[src/rtl/serializer_p2s_if.sv]
// Word-in / bit-out bundle for the parallel-to-serial front end.
// master drives words in and observes the serial side; slave is the serializer itself.
interface serializer_p2s_if #(
  parameter int WIDTH = 8
);
  logic [WIDTH-1:0] din;
  logic             din_valid;
  logic             din_ready;
  logic             x;
  logic             x_valid;
  logic             last;
  logic             busy;

  modport master (
    output din, din_valid,
    input  din_ready, x, x_valid, last, busy
  );

  modport slave (
    input  din, din_valid,
    output din_ready, x, x_valid, last, busy
  );
endinterface

[src/rtl/serializer_p2s.sv]
// Parallel-to-serial front end: shifts WIDTH-bit words out one bit per clock on x,
// back-to-back words with no gap so detector patterns may span word boundaries.
module serializer_p2s #(
  parameter int WIDTH     = 8,
  parameter bit MSB_FIRST = 1'b1,
  parameter bit IDLE_BIT  = 1'b0
) (
  input  logic             clk,
  input  logic             reset,
  serializer_p2s_if.slave  bus,
  output logic             state_dbg
);
  localparam int CW = (WIDTH > 1) ? $clog2(WIDTH) : 1;

  typedef enum logic {IDLE, SHIFT} state_t;

  state_t           state, state_n;
  logic [CW-1:0]    cnt, cnt_n;
  logic [WIDTH-1:0] shreg, shreg_n;
  logic             x_r, x_n;
  logic             xv_r, xv_n;
  logic             last_r, last_n;
  logic             ready;
  logic             accept;

  function automatic logic first_bit(input logic [WIDTH-1:0] w);
    return MSB_FIRST ? w[WIDTH-1] : w[0];
  endfunction

  function automatic logic [WIDTH-1:0] advance(input logic [WIDTH-1:0] w);
    return MSB_FIRST ? (w << 1) : (w >> 1);
  endfunction

  // Handshake: a word transfers on a rising edge where din_valid && din_ready.
  // din_ready is high in IDLE and on the final bit of a word, never during reset;
  // the upstream must hold din stable while din_valid is high and not yet accepted.
  always_comb begin
    ready   = 1'b0;
    accept  = 1'b0;
    state_n = state;
    cnt_n   = cnt;
    shreg_n = shreg;
    x_n     = IDLE_BIT;
    xv_n    = 1'b0;
    last_n  = 1'b0;

    ready  = !reset && ((state == IDLE) || (cnt == '0));
    accept = bus.din_valid && ready;

    if (accept) begin
      // shreg keeps only the bits still to be sent after the one going to x
      state_n = SHIFT;
      shreg_n = advance(bus.din);
      x_n     = first_bit(bus.din);
      xv_n    = 1'b1;
      cnt_n   = CW'(WIDTH - 1);
      last_n  = (WIDTH == 1);
    end else begin
      case (state)
        SHIFT: begin
          if (cnt != '0) begin
            x_n     = first_bit(shreg);
            shreg_n = advance(shreg);
            xv_n    = 1'b1;
            cnt_n   = cnt - 1'b1;
            last_n  = (cnt == CW'(1));
          end else begin
            state_n = IDLE;
            shreg_n = '0;
          end
        end
        default: begin
          state_n = IDLE;
        end
      endcase
    end
  end

  always_ff @(posedge clk) begin
    if (reset) begin
      state  <= IDLE;
      cnt    <= '0;
      shreg  <= '0;
      x_r    <= IDLE_BIT;
      xv_r   <= 1'b0;
      last_r <= 1'b0;
    end else begin
      state  <= state_n;
      cnt    <= cnt_n;
      shreg  <= shreg_n;
      x_r    <= x_n;
      xv_r   <= xv_n;
      last_r <= last_n;
    end
  end

  assign bus.din_ready = ready;
  assign bus.x         = x_r;
  assign bus.x_valid   = xv_r;
  assign bus.last      = last_r;
  assign bus.busy      = xv_r;
  assign state_dbg     = (state == SHIFT);
endmodule

[src/flat_wrapper.sv]
// flat-port wrapper written by rule: the top's interface ports become plain ports
module serializer_p2s_flat 
#(
  parameter int WIDTH     = 8,
  parameter bit MSB_FIRST = 1'b1,
  parameter bit IDLE_BIT  = 1'b0
)
  (clk, reset, state_dbg, bus_din, bus_din_valid, bus_din_ready, bus_x, bus_x_valid, bus_last, bus_busy);
  serializer_p2s_if #(.WIDTH(WIDTH)) bus_i ();
  input  logic clk;
  input  logic reset;
  output logic state_dbg;
  input wire logic [$bits(bus_i.din)-1:0] bus_din;
  input wire logic [$bits(bus_i.din_valid)-1:0] bus_din_valid;
  output wire logic [$bits(bus_i.din_ready)-1:0] bus_din_ready;
  output wire logic [$bits(bus_i.x)-1:0] bus_x;
  output wire logic [$bits(bus_i.x_valid)-1:0] bus_x_valid;
  output wire logic [$bits(bus_i.last)-1:0] bus_last;
  output wire logic [$bits(bus_i.busy)-1:0] bus_busy;
  assign bus_i.din = bus_din;
  assign bus_i.din_valid = bus_din_valid;
  assign bus_din_ready = bus_i.din_ready;
  assign bus_x = bus_i.x;
  assign bus_x_valid = bus_i.x_valid;
  assign bus_last = bus_i.last;
  assign bus_busy = bus_i.busy;
  serializer_p2s #(.WIDTH(WIDTH), .MSB_FIRST(MSB_FIRST), .IDLE_BIT(IDLE_BIT)) u_core (.clk(clk), .reset(reset), .bus(bus_i), .state_dbg(state_dbg));
endmodule
[config.mk]
export PLATFORM = sky130hd
export DESIGN_NAME = serializer_p2s_flat
export DESIGN_NICKNAME = d
export VERILOG_FILES = /design/src/rtl/serializer_p2s_if.sv /design/src/rtl/serializer_p2s.sv /design/src/flat_wrapper.sv
export SDC_FILE = /design/constraint.sdc
export NUM_CORES = 1
export LEC_CHECK = 0
export ABC_AREA = 1
export ABC_CLOCK_PERIOD_IN_PS = 1400
export CAP_MARGIN = 20
export CORE_MARGIN = 1
export CORE_UTILIZATION = 41
export CTS_BUF_LIST = sky130_fd_sc_hd__clkbuf_4 sky130_fd_sc_hd__clkbuf_8
export DETAILED_ROUTE_END_ITERATION = 12
export HOLD_SLACK_MARGIN = 0.03
export PLACE_DENSITY = 0.77
export SLEW_MARGIN = 20
export SYNTH_ARGS = -nofsm -noshare
export SYNTH_HDL_FRONTEND = slang
export SYNTH_SLANG_ARGS = --single-unit
[constraint.sdc]
create_clock -name clk -period 1.4 [get_ports clk]
set_input_delay 0.14 -clock clk [delete_from_list [all_inputs] [get_ports clk]]
set_output_delay 0.14 -clock clk [all_outputs]
set_load 0.01 [all_outputs]
==> metrics.txt, run 1 <==
H-tree depth 1; CTS sink count 13; Synth cell types 20; layout cell share with drive strength beyond 1 around a quarter; Hold Fails Final Rpt 0; Slew Viols, Final 0; crit path DAT roughly 1.2 ns; most frequent cells in the layout nand2_1, clkdlybuf4s50_1, inv_1, nand3_1, dfxtp_1; initial antenna violation count 0; most common cell after layout, fill and taps aside nand2_1; RePlAce Congestion around 0.73; register area share after synthesis 39.2%; Routed Antenna Nets 0; Worst path max stage delay about 0.54 ns; Worst Reg-to-Reg Cells 7; CTS tree done; Synth Instances 88; CTS buffer count 3; Leak about 0.46 nW; RSZ-0062 raised after global routing yes; Synth warnings 0; critical path depth in cells 1; fin crit period 1.34 ns; FMAX between 700 and 800 MHz; CTS Hold Bufs 0; Tightest Pin Transition approximately 0.21 ns; routed vias/inst roughly 5.0; setup violators final 0; area of the multi-input gates about 330 µm²; CTS max path bufs 2; Power Density between 900 and 1000 nW/µm²; PortBufs 16; vias after detailed routing 649; synth top area cells dfxtp_1, nand2_1, nand3_1, nand4_1, inv_1; Die ar. about 1800 µm²; maximum vdd drop 533 µV; required time of the critical path 1.26 ns; skew final 0.00133 ns; register area ~270 µm²; Final Cycle Share between 90% and 100%; largest net degree at the start of global routing 14; #FFs+latches synth 13; Die Height ~42 µm; Post-Syn Area between 600 and 700 µm²; status finished clean; WHS 0.439 ns; CTS root buf clkbuf_4; Clk Latency, worst-skew pair around 0.27 ns; Finished Core Util between 60% and 70%; post-synth top area share about two fifths; worst path bufs/invs 1; num rows 14; crit path cell chain clkdlybuf4s50_1; crit end category output pin; WL final roughly 1400 µm; global-route wire length before repair 2130 µm; clock slew at reported path FFs roughly 0.080 ns; Critical Path Start u_core.state_dbg; Startpoint Class flop; Core Area roughly 1500 µm²; maximum fanout along the worst path 7; worst reg-to-reg setup slack about 0.18 ns; DP HPWL roughly 940 µm; worst setup path end bus_x_valid; CP delay by family, top buffers and inverters; n_diodes 0; class of the worst hold path in -> reg; post-CTS setup-driven buffer insertion count 0; Max Cap Viol 0; vias in the first global route ~520; Avg WL per Cell about 11 µm; fill cell total of the finished layout 128; syn nets between 100 and 150; Reg2Reg Launch Point u_core.cnt[0]; All-Layer GR Usage between 15 and 20%; Die W about 42 µm; IO Count 17; Area Overhead vs Synth 43.4%; slowest CP cell clkdlybuf4s50_1; nets 128; Starting DRT DRC Count 10; reg2reg end u_core.bus.x; initial core utilization between 40 and 50%; Crit Path Class reg -> out; First-pass DRT Iterations 4; Avg Cell Area, Syn about 7.5 µm²; DRC Markers 0; grt total ovfl 0; Max transition margin about 86%; top cell type by total area after synthesis dfxtp_1
[cells in the mapped netlist]
| cell | instances |
|---|---|
| nand2_1 | 21 |
| dfxtp_1 | 13 |
| inv_1 | 13 |
| nand3_1 | 11 |
| nand4_1 | 8 |
| ha_1 | 3 |
| a21oi_1 | 2 |
| buf_4 | 2 |
| inv_2 | 2 |
| nor2_1 | 2 |
| o21ai_0 | 2 |
| a21oi_4 | 1 |
| a31oi_1 | 1 |
| buf_2 | 1 |
| buf_6 | 1 |
| clkbuf_8 | 1 |
| nand2_2 | 1 |
| nand2_4 | 1 |
| o21ai_1 | 1 |
| o31ai_1 | 1 |
[repair_timing]
item                                    4_1_cts  5_1_grt
gates resized for setup                       8        9
endpoints found under the setup margin        4        4
pin swaps                                     1        3
hold endpoints to repair                      0        0
[cell families (layout without fill, tap and decap cells)]
family          after synthesis  in the layout  share of synthesized area [%]
fa+ha+maj                     3              3                           5.66
simple gates                 44             44                           31.5
compound gates                8              8                           8.30
buf+inv                      20             45                           15.3
flops                        13             13                           39.2
[how the worst min path moves through the flow]
stage                               start              end  slack (ns)  depth (start not counted)
after floorplan                     reset  u_core.shreg[1]        0.21                          1
after global placement    u_core.shreg[1]  u_core.shreg[1]        0.45                          2
after detailed placement  u_core.shreg[1]  u_core.shreg[1]        0.46                          2
after CTS                      bus_din[0]  u_core.shreg[1]        0.44                          3
after global routing           bus_din[7]     u_core.bus.x        0.45                          3
final                          bus_din[7]     u_core.bus.x        0.44                          3
[per-layer routing]
| metal | part of all wire [%] | global-route usage, % |
|---|---|---|
| met1 | 49 | 18.9 |
| met2 | 47 | 26.2 |
| met3 | 3.4 | 2.59 |
| met4 | 0.66 | 7.50 |
| met5 | 0 | 0 |
[state kept, by name, summed over array words and instances (netlist names)]
signal            count
u_core.shreg          7
u_core.cnt            3
u_core.bus.last       1
u_core.bus.x          1
u_core.state_dbg      1
[stage by stage]
stage / area [µm²] / instances / TNS, ns / setup WS, ns / power, W
after CTS: 918 / 129 / 0 / 0.00771 / 0.000898
after global placement: 886 / 125 / -0.0788 / -0.0788 / 0.000638
after floorplan: 663 / 88 / 0 / 0.155 / 0.000543
after detailed placement: 886 / 125 / -0.109 / -0.109 / 0.000643
after global routing: 951 / 129 / -0.0177 / -0.0177 / 0.000969
final: 951 / 129 / 0 / 0.0559 / 0.000915
[report_power, final]
part	internal (W)	switching, W
Combinational	0.000131	0.000122
Sequential	0.000396	0.0000166
Clock	0.000130	0.000120
Total	0.000657	0.000258
[area by class of cell]
class                           instances  area share (%)
Clock buffer                            4            3.16
Inverter                               15            6.18
Multi-Input combinational cell         55            34.3
Sequential cell                        13            28.0
Tap cell                               16            2.11
Timing Repair Buffer                   26            26.2
Power figures use the tool's default switching activity.
==> run 2, diff against run 1 <==
--- a/config.mk
+++ b/config.mk
@@ -8,7 +8,6 @@
 export ABC_AREA = 1
 export ABC_CLOCK_PERIOD_IN_PS = 1400
 export CAP_MARGIN = 20
-export CORE_MARGIN = 1
 export CORE_UTILIZATION = 41
 export CTS_BUF_LIST = sky130_fd_sc_hd__clkbuf_4 sky130_fd_sc_hd__clkbuf_8
 export DETAILED_ROUTE_END_ITERATION = 12
==> results of run 2 <==
Same layout as run 1: the final DEF is identical, and so are final timing and power.
==> run 3, diff against run 2 <==
--- a/config.mk
+++ b/config.mk
@@ -10,6 +10,7 @@
 export CAP_MARGIN = 20
 export CORE_UTILIZATION = 41
 export CTS_BUF_LIST = sky130_fd_sc_hd__clkbuf_4 sky130_fd_sc_hd__clkbuf_8
+export CTS_CLUSTER_SIZE = 12
 export DETAILED_ROUTE_END_ITERATION = 12
 export HOLD_SLACK_MARGIN = 0.03
 export PLACE_DENSITY = 0.77
==> results of run 3 <==
Same layout as run 1: the final DEF is identical, and so are final timing and power.
